<file path="src/rtl/xillybus_mem_pkg.sv">
// Shared types and constants for the Xillybus seekable memory port.
// Holds the read-side FSM state type and the list of supported data widths.
package xillybus_mem_pkg;

    typedef enum logic [1:0] {
        ST_IDLE  = 2'd0,
        ST_SEEK  = 2'd1,
        ST_READY = 2'd2,
        ST_END   = 2'd3
    } rd_state_e;

    localparam int LEGAL_DW [3] = '{8, 16, 32};

    function automatic bit dw_is_legal(input int dw);
        return (dw == LEGAL_DW[0]) || (dw == LEGAL_DW[1]) || (dw == LEGAL_DW[2]);
    endfunction

endpackage

</file>
<file path="src/rtl/xillybus_mem_ram.sv">
// Simple dual-port RAM, DW x 2**AW, synchronous read-first read port.
// Only the read-data register is reset; the array contents survive reset.
module xillybus_mem_ram
    import xillybus_mem_pkg::*;
#(
    parameter int DW = 8,
    parameter int AW = 5
) (
    input  logic          clk,
    input  logic          rst,
    input  logic          we,
    input  logic [AW-1:0] waddr,
    input  logic [DW-1:0] wdata,
    input  logic          re,
    input  logic [AW-1:0] raddr,
    output logic [DW-1:0] rdata
);

    logic [DW-1:0] mem [2**AW];
    logic [DW-1:0] rdata_d;
    logic [DW-1:0] rdata_q;

    // Array read happens before the same-edge write lands, giving read-first.
    always_comb begin
        rdata_d = rdata_q;
        if (re) begin
            rdata_d = mem[raddr];
        end
    end

    always_ff @(posedge clk) begin
        if (we) begin
            mem[waddr] <= wdata;
        end
    end

    always_ff @(posedge clk) begin
        if (rst) begin
            rdata_q <= '0;
        end else begin
            rdata_q <= rdata_d;
        end
    end

    assign rdata = rdata_q;

endmodule

</file>
<file path="src/rtl/xillybus_mem_port.sv">
// Seekable memory behind a Xillybus write stream and read stream.
// Build option XILLYBUS_MEM_PORT_EOF_EN: reading the last word raises eof.
//
// state    | meaning
// ---------|---------------------------------------------------------
// ST_IDLE  | read file closed, or waiting for it to open
// ST_SEEK  | one-cycle hold after a seek, read side reports empty
// ST_READY | words available, rden accepted
// ST_END   | last address consumed, eof raised until the next seek
module xillybus_mem_port
    import xillybus_mem_pkg::*;
#(
    parameter int DW = 8,
    parameter int AW = 5
) (
    input  logic          bus_clk,
    input  logic          bus_rst,
    input  logic          user_w_mem_wren,
    input  logic [DW-1:0] user_w_mem_data,
    output logic          user_w_mem_full,
    input  logic          user_w_mem_open,
    input  logic          user_r_mem_rden,
    output logic [DW-1:0] user_r_mem_data,
    output logic          user_r_mem_empty,
    output logic          user_r_mem_eof,
    input  logic          user_r_mem_open,
    input  logic [AW-1:0] user_mem_addr,
    input  logic          user_mem_addr_update
);

    if (!dw_is_legal(DW)) begin : g_bad_dw
        $error("xillybus_mem_port: DW must be 8, 16 or 32");
    end
    if (AW < 1 || AW > 16) begin : g_bad_aw
        $error("xillybus_mem_port: AW must be within 1..16");
    end

    // The write side never stalls on file state, so the open flag is informational.
    logic unused_w_open;
    assign unused_w_open = user_w_mem_open;

    rd_state_e     state_d, state_q;
    logic [AW-1:0] wptr_d, wptr_q;
    logic [AW-1:0] rptr_d, rptr_q;
    logic          full_d, full_q;
    logic          empty_d, empty_q;
    logic          r_open_d, r_open_q;
    logic          rd_accept;
    logic          ram_we;
    logic          ram_re;
`ifdef XILLYBUS_MEM_PORT_EOF_EN
    logic          eof_d, eof_q;
`endif

    always_comb begin
        state_d   = state_q;
        wptr_d    = wptr_q;
        rptr_d    = rptr_q;
        rd_accept = user_r_mem_rden && !empty_q;

        // A seek overrides any increment owed by a coincident strobe.
        if (user_mem_addr_update) begin
            wptr_d = user_mem_addr;
            rptr_d = user_mem_addr;
        end else begin
            if (user_w_mem_wren) begin
                wptr_d = wptr_q + 1'b1;
            end
            if (rd_accept) begin
                rptr_d = rptr_q + 1'b1;
            end
        end

        case (state_q)
            ST_IDLE: begin
                if (user_r_mem_open && !r_open_q) begin
                    state_d = ST_READY;
                end
            end
            ST_READY: begin
                if (user_mem_addr_update) begin
                    state_d = ST_SEEK;
                end
`ifdef XILLYBUS_MEM_PORT_EOF_EN
                else if (rd_accept && (rptr_q == '1)) begin
                    state_d = ST_END;
                end
`endif
            end
            ST_SEEK: begin
                state_d = ST_READY;
            end
            ST_END: begin
                if (user_mem_addr_update) begin
                    state_d = ST_SEEK;
                end
            end
            default: begin
                state_d = ST_IDLE;
            end
        endcase

        if (!user_r_mem_open) begin
            state_d = ST_IDLE;
        end

        full_d   = user_mem_addr_update;
        empty_d  = (state_d != ST_READY);
        r_open_d = user_r_mem_open;
`ifdef XILLYBUS_MEM_PORT_EOF_EN
        eof_d    = (state_d == ST_END);
`endif
    end

    always_ff @(posedge bus_clk) begin
        if (bus_rst) begin
            state_q  <= ST_IDLE;
            wptr_q   <= '0;
            rptr_q   <= '0;
            full_q   <= 1'b0;
            empty_q  <= 1'b1;
            r_open_q <= 1'b0;
`ifdef XILLYBUS_MEM_PORT_EOF_EN
            eof_q    <= 1'b0;
`endif
        end else begin
            state_q  <= state_d;
            wptr_q   <= wptr_d;
            rptr_q   <= rptr_d;
            full_q   <= full_d;
            empty_q  <= empty_d;
            r_open_q <= r_open_d;
`ifdef XILLYBUS_MEM_PORT_EOF_EN
            eof_q    <= eof_d;
`endif
        end
    end

    // Reset also blocks RAM traffic so a read in flight is dropped.
    assign ram_we = user_w_mem_wren && !bus_rst;
    assign ram_re = rd_accept && !bus_rst;

    xillybus_mem_ram #(
        .DW (DW),
        .AW (AW)
    ) u_ram (
        .clk   (bus_clk),
        .rst   (bus_rst),
        .we    (ram_we),
        .waddr (wptr_q),
        .wdata (user_w_mem_data),
        .re    (ram_re),
        .raddr (rptr_q),
        .rdata (user_r_mem_data)
    );

    assign user_w_mem_full  = full_q;
    assign user_r_mem_empty = empty_q;
`ifdef XILLYBUS_MEM_PORT_EOF_EN
    assign user_r_mem_eof   = eof_q;
`else
    assign user_r_mem_eof   = 1'b0;
`endif

endmodule

</file>
<file path="config.mk">
export PLATFORM = sky130hd
export DESIGN_NAME = xillybus_mem_port
export DESIGN_NICKNAME = d
export VERILOG_FILES = /design/src/rtl/xillybus_mem_pkg.sv /design/src/rtl/xillybus_mem_ram.sv /design/src/rtl/xillybus_mem_port.sv
export SDC_FILE = /design/constraint.sdc
export NUM_CORES = 1
export LEC_CHECK = 0
export CORE_MARGIN = 5
export CORE_UTILIZATION = 55
export DETAILED_ROUTE_END_ITERATION = 6
export PLACE_DENSITY_LB_ADDON = 0.25
export SYNTH_ARGS = -nofsm -noshare
export SYNTH_HDL_FRONTEND = slang
export SYNTH_SLANG_ARGS = --single-unit
</file>
<file path="constraint.sdc">
create_clock -name bus_clk -period 2.7 [get_ports bus_clk]
set_clock_uncertainty 0.15 [all_clocks]
set_input_delay 0.54 -clock bus_clk [delete_from_list [all_inputs] [get_ports bus_clk]]
set_output_delay 0.54 -clock bus_clk [all_outputs]
set_load 0.005 [all_outputs]
</file>
==> flow_summary.json, run 1 <==
{
  "worst_setup_path_end_kind": "register",
  "dr.first_iter.drc_count": 728,
  "post-route-worst-setup-slack_ns": 0.419,
  "post-route-drc-count": 0,
  "synth-seq-cells": 279,
  "hold_viol_final": 0,
  "synth_top_family_by_area": "multiplexers",
  "combinationalPowerShare_pct": 6.2,
  "required_ns": 2.97,
  "grt_setup_unrepaired": "false",
  "hold_path_class": "reg2reg",
  "critical-path-max-stage-delay_ns": 0.56,
  "drt-wirelength-per-cell_um": 23.5,
  "final_max_slew_viol_count": 0,
  "clock_path_buffers": 3,
  "p_per_area_nw_per_um2": 714,
  "clock_insertion_delay_worst_skew_ns": 0.53,
  "starting_density_of_the_core_pct": 55.3,
  "port_buffers": 28,
  "timing.critical_path.fanout_max": 29,
  "cts_repair_resize_count": 0,
  "die-area_um2": 23100,
  "detailedPlacementHpwl_um": 14400,
  "yosys.area_share.adder_pct": 0.565,
  "power.internal_w": 0.00734,
  "clock_tree_from_tritoncts": "yes",
  "synth_simple_gate_area_share_pct": 4.78,
  "total_switching_power_w": 0.00186,
  "post_cts.repair.setup_buffers": 0,
  "wl_um": 22900,
  "tritoncts.num_buffers": 28,
  "synth_edf_count": 256,
  "grt_first_pass_wirelength_um": 36100,
  "ctsHoldBuffers": 0,
  "cts.htree.levels": 1,
  "hold_path.startpoint": "state_q[1]$_SDFF_PP0_",
  "area_growth_pct": 16.2,
  "path_delay_family": "compound AO/OA/AOI/OAI gates",
  "clk_pin_slew_ns": 0.06,
  "worst_ir_drop_vdd_mv": 0.408,
  "synth-main-ff-cell": "edfxtp_1",
  "grt_start_max_net_pins": 33,
  "layout.cells.most_common": "edfxtp_1",
  "routed-via-count": 5837,
  "whs_endpoint": "state_q[1]$_SDFF_PP0_",
  "ant_nets": 0,
  "postLayoutCellArea_um2": 12900,
  "grt-ovfl-total": 0,
  "synth-compound-area-share_pct": 5.24,
  "start_of_the_worst_register_to_register_path": "rptr_q[0]$_SDFFE_PP0P_",
  "p_seq_share_pct": 52.3,
  "routability_congestion_estimate_from_global_placement": 0.897,
  "routed_via_density": 5.97,
  "maxCapViolCount": 0,
  "die_x_um": 152,
  "drt-pass1-iter-count": 4,
  "postSynth.asyncResetShare_pct": 0,
  "synth.avg_cell_area_um2": 18.1,
  "final_layout_size_suffix_gt1_share_pct": 21.4,
  "leading_cell_types_in_the_layout_fill_and_taps_excluded": "edfxtp_1, buf_4, mux4_2",
  "finalCriticalPeriod_ns": 2.28,
  "crit_path_start": "rptr_q[0]$_SDFFE_PP0P_",
  "worst_r2r_endpoint": "u_ram.rdata[1]$_SDFFE_PP0P_",
  "numClockSinks": 279,
  "maxSlewHeadroom_pct": 54.0,
  "antenna_cells": 0,
  "clock_power_share_pct": 41.5,
  "synthXorXnorAreaFrac_pct": 0.632,
  "worst-slew-pin-transition_ns": 0.688,
  "switching_share_pct": 20.2,
  "min_delay_path_depth": 1,
  "pre_cts_ws_ns": 0.143,
  "grt_usage_pct": 20.1,
  "setup.worst_path.class": "reg2reg",
  "timing.reg2reg.setup_slack_ns": 0.42,
  "timing.critical_path.arrival_ns": 2.55,
  "cp_num_buf_inv": 1,
  "die_h_um": 152,
  "fin_tns_setup_ns": 0,
  "timing.critical_path.slowest_stage_cell": "dfxtp_4",
  "placementRows": 52,
  "cell_count_after_synthesis": 611,
  "critical_path.startpoint_type": "register",
  "dpl_cell_area_um2": 12000,
  "num_io_pins": 31,
  "reg2regPathDepth": 5,
  "final.period_utilization_pct": 84.5,
  "crit_path_cell_trace": "buf_12, mux4_2, a22oi_1, o211ai_1, o31a_1",
  "placeable_area_um2": 20000,
  "grt_pass1_vias": 6082,
  "final_nets": 716,
  "clock.fmax_mhz": 438,
  "synth_cell_types": 36,
  "mux_cell_area_share_after_synthesis_pct": 12.8,
  "post_synthesis_instance_area_um2": 11100,
  "ctsRootBufferMaster": "clkbuf_16",
  "outcome": "finished clean",
  "antenna_found_initial": 0,
  "synth_sequential_area_ratio_pct": 73.5,
  "synthesis.nets": 636,
  "ys_warn_count": 0,
  "final-setup-viol-count": 0,
  "cellLeakagePower_nw": 4.13
}
[layout make-up]
class | count | area, um2
Clock inverter | 10 | 154
Multi-Input combinational cell | 284 | 2670
Inverter | 8 | 30.0
Fill cell | 1387 | 7160
Clock buffer | 36 | 752
Sequential cell | 279 | 8150
Timing Repair Buffer | 90 | 783
Tap cell | 270 | 338
[through the flow]
step                      utilization [%]  hold WS (ns)  std cells  total power [W]
after floorplan                         -         0.297        611          0.00523
after global placement               59.7         0.313        931          0.00545
after detailed placement             59.7         0.342        931          0.00548
after CTS                            64.3         0.355        977          0.00927
after global routing                 64.3         0.385        977          0.00952
final                                64.3         0.357        977          0.00920
[per-layer routing]
layer	global-route usage [%]	vias to the layer above	share of wire [%]
li1	-	2587	-
met1	29.0	2988	42
met2	31.8	216	49
met3	3.75	46	7.1
met4	5.69	0	2.3
met5	0	-	0
[power groups by stage]
stage | clock (W) | sequential, W | combinational (W)
detailed placement | 0 | 0.00490 | 0.000574
global placement | 0 | 0.00490 | 0.000556
global route | 0.00408 | 0.00481 | 0.000621
floorplan | 0 | 0.00486 | 0.000370
CTS | 0.00389 | 0.00481 | 0.000579
finish | 0.00382 | 0.00481 | 0.000571
[state kept, by name (all words and copies together) (netlist names)]
name              count
state_q               2
user_w_mem_full       1
r_open_q              1
wptr_q                5
u_ram.mem           256
user_r_mem_empty      1
rptr_q                5
u_ram.rdata           8
[worst register-to-register path: stages, from the launching register on]
cell,delay [ns]
dfxtp_4,0.56
buf_12,0.24
mux4_2,0.55
a22oi_1,0.38
o211ai_1,0.17
o31a_1,0.13
[cells in the mapped netlist (2+ instances only)]
library cell	number	area, um2
a22o_1	8	70.1
ha_1	5	62.6
xnor2_1	2	17.5
nor2_1	44	165
a22oi_1	8	60.1
buf_6	7	78.8
dfxtp_1	23	460
nand4_1	2	12.5
buf_4	5	37.5
a21oi_1	21	105
inv_1	8	30.0
mux4_2	48	1080
edfxtp_1	256	7690
or3_1	2	12.5
nand3_1	3	15.0
o211ai_1	8	60.1
nand2_1	15	56.3
clkbuf_1	13	48.8
nor4_1	8	50.1
or3b_2	2	17.5
nand3b_1	4	30.0
mux2i_1	34	340
nand2b_1	4	25.0
buf_2	11	55.1
a2111oi_0	8	70.1
o21ai_0	2	10.0
a211oi_1	11	82.6
a21boi_0	6	45.0
o31a_1	8	70.1
buf_1	4	15.0
and2_1	2	12.5
xor2_1	6	52.6
nor2b_1	20	125
[worst max path at each step]
stage,endpoint,slack (ns),cells after the start
final,u_ram.rdata[1]$_SDFFE_PP0P_,0.42,5
after global routing,u_ram.rdata[4]$_SDFFE_PP0P_,0.29,5
after CTS,u_ram.rdata[4]$_SDFFE_PP0P_,0.42,5
after detailed placement,u_ram.mem[12][6]$_DFFE_PP_,0.14,5
after global placement,u_ram.mem[28][4]$_DFFE_PP_,0.18,5
after floorplan,u_ram.mem[10][0]$_DFFE_PP_,0.59,4
[logic make-up after synthesis]
kind of cell    count (synthesis)
fa+ha+maj                       5
buf+inv                        48
mux                            82
simple gates                  107
flops                         279
xor+xnor                        8
other cells                     1
compound gates                 81
Power figures use the tool's default switching activity.
==> run 2, diff against run 1 <==
Clock period 2.7 ns to 2 ns, I/O delays scaled along.
==> flow_summary.json, run 2 (synthesis gave the netlist of run 1 again) <==
{
  "clock_tree_from_tritoncts": "yes",
  "setup.worst_path.class": "reg2reg",
  "worst_ir_drop_vdd_mv": 0.547,
  "ant_nets": 0,
  "critical_path.startpoint_type": "register",
  "numClockSinks": 279,
  "final_nets": 745,
  "drt-pass1-iter-count": 5,
  "routed_via_density": 5.85,
  "largest-register": "u_ram.mem",
  "total_switching_power_w": 0.00254,
  "cp_num_buf_inv": 2,
  "path_common_cell": "buf_12",
  "switching_share_pct": 20.7,
  "grt_usage_pct": 20.3,
  "cellLeakagePower_nw": 4.34,
  "detailedPlacementHpwl_um": 14900,
  "dpl_cell_area_um2": 12200,
  "maxCapViolCount": 0,
  "worst_setup_path_end_kind": "register",
  "clock_path_buffers": 3,
  "routability_congestion_estimate_from_global_placement": 0.911,
  "die-area_um2": 23100,
  "cts.htree.levels": 1,
  "worst-slew-pin-transition_ns": 0.539,
  "p_seq_share_pct": 52.7,
  "grt_first_pass_wirelength_um": 35900,
  "drt-wirelength-per-cell_um": 23.6,
  "required_ns": 2.26,
  "die_h_um": 152,
  "nFillCells": 1361,
  "power.internal_w": 0.00974,
  "clock.fmax_mhz": 494,
  "grt_pass1_vias": 6054,
  "clock_power_share_pct": 39.6,
  "area_growth_pct": 19.9,
  "die_x_um": 152,
  "final_util_pct": 66.3,
  "final-setup-viol-count": 6,
  "final_cell_count_no_fill": 1009,
  "crit_path_cell_trace": "buf_12, buf_12, mux4_2, mux2i_2, nor2_1, o31a_1",
  "failing_checks": "negative setup slack",
  "final_max_slew_viol_count": 0,
  "post-route-drc-count": 0,
  "hold_viol_final": 0,
  "grt_start_max_net_pins": 33,
  "clk_pin_slew_ns": 0.06,
  "wl_um": 23800,
  "outcome": "finished with violations",
  "post-place-cells": 951,
  "postLayoutCellArea_um2": 13300,
  "antenna_found_initial": 0,
  "post-route-worst-setup-slack_ns": -0.0245,
  "dr.first_iter.drc_count": 625,
  "layout.cells.most_common": "edfxtp_1",
  "timing.critical_path.fanout_max": 6,
  "starting_density_of_the_core_pct": 55.3,
  "routed-via-count": 5901,
  "timing.critical_path.arrival_ns": 2.28,
  "timing.critical_path.slowest_stage_cell": "mux4_2",
  "num_io_pins": 31,
  "finalCriticalPeriod_ns": 2.02,
  "port_buffers": 28,
  "final_layout_size_suffix_gt1_share_pct": 28.1,
  "leading_cell_types_in_the_layout_fill_and_taps_excluded": "edfxtp_1, buf_4, mux4_2",
  "clock_insertion_delay_worst_skew_ns": 0.52,
  "path_delay_family": "multiplexers",
  "grt-ovfl-total": 0,
  "ctsHoldBuffers": 0,
  "final.period_utilization_pct": 101,
  "largest_reg_flops": 256,
  "combinationalPowerShare_pct": 7.7,
  "p_per_area_nw_per_um2": 924,
  "placeable_area_um2": 20000,
  "maxSlewHeadroom_pct": 63.9,
  "hold_path_class": "in2reg",
  "antenna_cells": 0,
  "placementRows": 52,
  "ctsRootBufferMaster": "clkbuf_16",
  "grt_setup_unrepaired": "true",
  "tritoncts.num_buffers": 27,
  "critical-path-max-stage-delay_ns": 0.53
}
## run 2: changes by cell type in the layout (fill, tap and decap cells not counted), moves of 6 or more
cell	before	now
dfxtp_2	1	7
buf_12	3	9
a22oi_1	8	1
buf_4	59	76
a22oi_2	0	7
dfxtp_1	21	13
## run 2: final cells by class
| cell class | count | area (um2) | area share (%) |
|---|---|---|---|
| clock buffer | 36 | 709 | 5.34 |
| inverter | 8 | 30.0 | 0.226 |
| multi-input combinational | 284 | 2770 | 20.8 |
| sequential | 279 | 8170 | 61.5 |
| clock inverter | 12 | 131 | 0.989 |
| timing repair buffer | 120 | 1150 | 8.63 |
| tap | 270 | 338 | 2.54 |
## run 2: power by group through the flow
stage          Clock, W  Sequential, W  Combinational (W)
3_3_place_gp          0        0.00659           0.000833
6_report        0.00486        0.00648           0.000943
5_1_grt         0.00523        0.00648            0.00101
3_5_place_dp          0        0.00660           0.000856
2_1_floorplan         0        0.00657           0.000500
4_1_cts         0.00495        0.00647           0.000871
## run 2: path summary, 6_finish.rpt
kind / start / to / slack, ns / cells past startpoint
setup / recovery: rptr_q[0]$_SDFFE_PP0P_ / u_ram.rdata[5]$_SDFFE_PP0P_ / -0.02 / 6
setup reg to reg: rptr_q[0]$_SDFFE_PP0P_ / u_ram.rdata[5]$_SDFFE_PP0P_ / -0.02 / 6
hold / removal: user_r_mem_open / user_r_mem_empty$_SDFF_PP1_ / 0.35 / 3
hold reg to reg: state_q[1]$_SDFF_PP0_ / state_q[1]$_SDFF_PP0_ / 0.35 / 1
## run 2: repair_timing
item	CTS	global route
gates resized for setup	18	27
endpoints found under the hold margin	0	0
gates cloned	0	2
buffers inserted	0	8
pin swaps	0	5
endpoints found under the setup margin	15	10
## run 2: routing by layer
layer | up-vias | routed length (um) | share of wire [%] | global-route usage, %
met5 | - | 0 | 0 | 0
met3 | 52 | 1500 | 6.3 | 3.56
met1 | 2991 | 9800 | 41 | 28.2
li1 | 2660 | - | - | -
met4 | 0 | 667 | 2.8 | 6.04
met2 | 198 | 11800 | 50 | 33.4
## run 2: worst register-to-register path, stage by stage (launching register included)
cell,delay (ns)
dfxtp_4,0.42
buf_12,0.14
buf_12,0.13
mux4_2,0.54
mux2i_2,0.21
nor2_1,0.07
o31a_1,0.26
## run 2: stage by stage
| step | setup WS [ns] | power, W | hold WS, ns | TNS [ns] |
|---|---|---|---|---|
| floorplan | 0.0350 | 0.00707 | 0.297 | 0 |
| global placement | -0.370 | 0.00742 | 0.311 | -53.10 |
| detailed placement | -0.370 | 0.00745 | 0.337 | -49.95 |
| CTS | 0.000109 | 0.0123 | 0.327 | 0 |
| global route | -0.117 | 0.0127 | 0.335 | -0.611 |
| finish | -0.0245 | 0.0123 | 0.346 | -0.0709 |
==> run 3, diff against run 2 <==
Settings changed: CORE_MARGIN 5 to 1.5, SETUP_SLACK_MARGIN set to 0.05.
==> flow_summary.json, run 3 (synthesis gave the netlist of run 1 again) <==
{
  "outcome": "finished clean",
  "final_max_slew_viol_count": 0,
  "sequential_cell_area_um2": 8170,
  "worst_r2r_endpoint": "u_ram.rdata[3]$_SDFFE_PP0P_",
  "maxSlewHeadroom_pct": 64.6,
  "routability_congestion_estimate_from_global_placement": 0.849,
  "antenna_found_initial": 0,
  "grt_setup_unrepaired": "true",
  "worst_ir_drop_vdd_mv": 0.656,
  "nFillCells": 1241,
  "hold_viol_final": 0,
  "grt-ovfl-total": 0,
  "critical-path-max-stage-delay_ns": 0.53,
  "cts.htree.levels": 1,
  "die_x_um": 145,
  "critical_path.startpoint_type": "register",
  "setup.worst_path.class": "reg2reg",
  "port_buffers": 28,
  "grt_usage_pct": 23.3,
  "maxCapViolCount": 0,
  "numClockSinks": 279,
  "worst_setup_path_end_kind": "register",
  "layout.cells.most_common": "edfxtp_1",
  "start_of_the_worst_register_to_register_path": "rptr_q[0]$_SDFFE_PP0P_",
  "final_layout_size_suffix_gt1_share_pct": 31.1,
  "clock_tree_from_tritoncts": "yes",
  "power_w": 0.0126,
  "hold_path_class": "in2reg",
  "largest-register": "u_ram.mem",
  "post-route-drc-count": 0,
  "reg2regPathDepth": 6,
  "leading_cell_types_in_the_layout_fill_and_taps_excluded": "edfxtp_1, buf_4, mux4_2",
  "clock_path_buffers": 3,
  "die_h_um": 145,
  "p_per_area_nw_per_um2": 937,
  "ant_nets": 0,
  "clk_pin_slew_ns": 0.07,
  "final_nets": 745,
  "crit_path_cell_trace": "buf_6, buf_12, mux4_2, mux2i_2, nor2_1, o31a_1",
  "area_growth_pct": 21.7,
  "dpl_cell_area_um2": 12200,
  "routed-via-count": 6038,
  "final.period_utilization_pct": 99.6,
  "die-area_um2": 21000,
  "multi_input_area_um2": 2860,
  "wl_um": 24300,
  "drt-wirelength-per-cell_um": 24.1,
  "clock_insertion_delay_worst_skew_ns": 0.54,
  "timing.critical_path.fanout_max": 8,
  "timing.reg2reg.setup_slack_ns": 0.008,
  "cellLeakagePower_nw": 4.44,
  "routed_via_density": 6.00,
  "crit_end": "u_ram.rdata[3]$_SDFFE_PP0P_",
  "timing.critical_path.slowest_stage_cell": "mux4_2",
  "tritoncts.num_buffers": 28,
  "drt-pass1-iter-count": 5,
  "final-setup-viol-count": 0,
  "grt_start_max_net_pins": 33,
  "largest_reg_flops": 256,
  "timing.critical_path.arrival_ns": 2.26,
  "grt_first_pass_wirelength_um": 36700,
  "detailedPlacementHpwl_um": 14900,
  "worst-slew-pin-transition_ns": 0.529,
  "grt_pass1_vias": 6117,
  "num_io_pins": 31,
  "antenna_cells": 0,
  "placementRows": 51,
  "hold_ws_ns": 0.320,
  "dr.first_iter.drc_count": 625,
  "finalCriticalPeriod_ns": 1.99,
  "clock.fmax_mhz": 502,
  "ctsHoldBuffers": 0,
  "starting_density_of_the_core_pct": 56.6,
  "postLayoutCellArea_um2": 13500,
  "required_ns": 2.27,
  "placeable_area_um2": 19600,
  "crit_path_start": "rptr_q[0]$_SDFFE_PP0P_",
  "ctsRootBufferMaster": "clkbuf_16"
}
-- run 3: timing repair --
| item | 4_1_cts | 5_1_grt |
|---|---|---|
| setup endpoints to repair | 17 | 11 |
| buffers inserted | 7 | 4 |
| gates resized for setup | 56 | 18 |
| cloned | 1 | 1 |
| endpoints found under the hold margin | 0 | 0 |
| pin swaps | 5 | 4 |
-- run 3: through the flow --
step	setup slack [ns]	util [%]	setup TNS, ns	cells
final	0.00791	68.8	0	1007
after global routing	-0.0366	68.8	-0.148	1007
after CTS	0.0155	68.2	0	1002
after detailed placement	-0.544	62.2	-67.42	942
after global placement	-0.566	62.2	-68.92	942
after floorplan	0.0350	-	0	611
-- run 3: worst min path at each step --
stage	startpoint	to	slack, ns	depth (start not counted)
3_3_place_gp	state_q[1]$_SDFF_PP0_	state_q[1]$_SDFF_PP0_	0.31	1
6_report	user_r_mem_open	user_r_mem_empty$_SDFF_PP1_	0.32	3
3_5_place_dp	state_q[1]$_SDFF_PP0_	state_q[1]$_SDFF_PP0_	0.34	1
2_1_floorplan	state_q[1]$_SDFF_PP0_	state_q[1]$_SDFF_PP0_	0.30	1
4_1_cts	user_r_mem_open	user_r_mem_empty$_SDFF_PP1_	0.30	3
5_1_grt	user_r_mem_open	user_r_mem_empty$_SDFF_PP1_	0.35	3
-- run 3: area by class of cell --
cell class,instances,area share [%]
Tap cell,265,2.46
Timing Repair Buffer,119,8.66
Inverter,8,0.223
Sequential cell,279,60.6
Clock buffer,40,5.98
Multi-Input combinational cell,284,21.2
Clock inverter,12,0.872
-- run 3: worst max-delay path: cells and delay by family, from the launching register on --
family                 cells  cell delay (ns)
and+or+nand+nor            1             0.08
AOI/OAI and AO/OA          1             0.25
DFF                        1             0.40
buffers and inverters      2             0.23
muxes                      2             0.77
-- run 3: routing by layer --
metal | GRT usage [%] | vias to the layer above | part of all wire (%)
met3 | 4.21 | 48 | 6.7
met5 | 0 | - | 0
met1 | 33.2 | 3101 | 43
met4 | 6.80 | 0 | 2.6
met2 | 37.3 | 242 | 48
li1 | - | 2647 | -
-- run 3: report_power, final --
group / internal (W) / total [W] / switching [W]
combinational: 0.000473 / 0.000982 / 0.000509
sequential: 0.00642 / 0.00647 / 0.0000522
clock: 0.00306 / 0.00518 / 0.00212
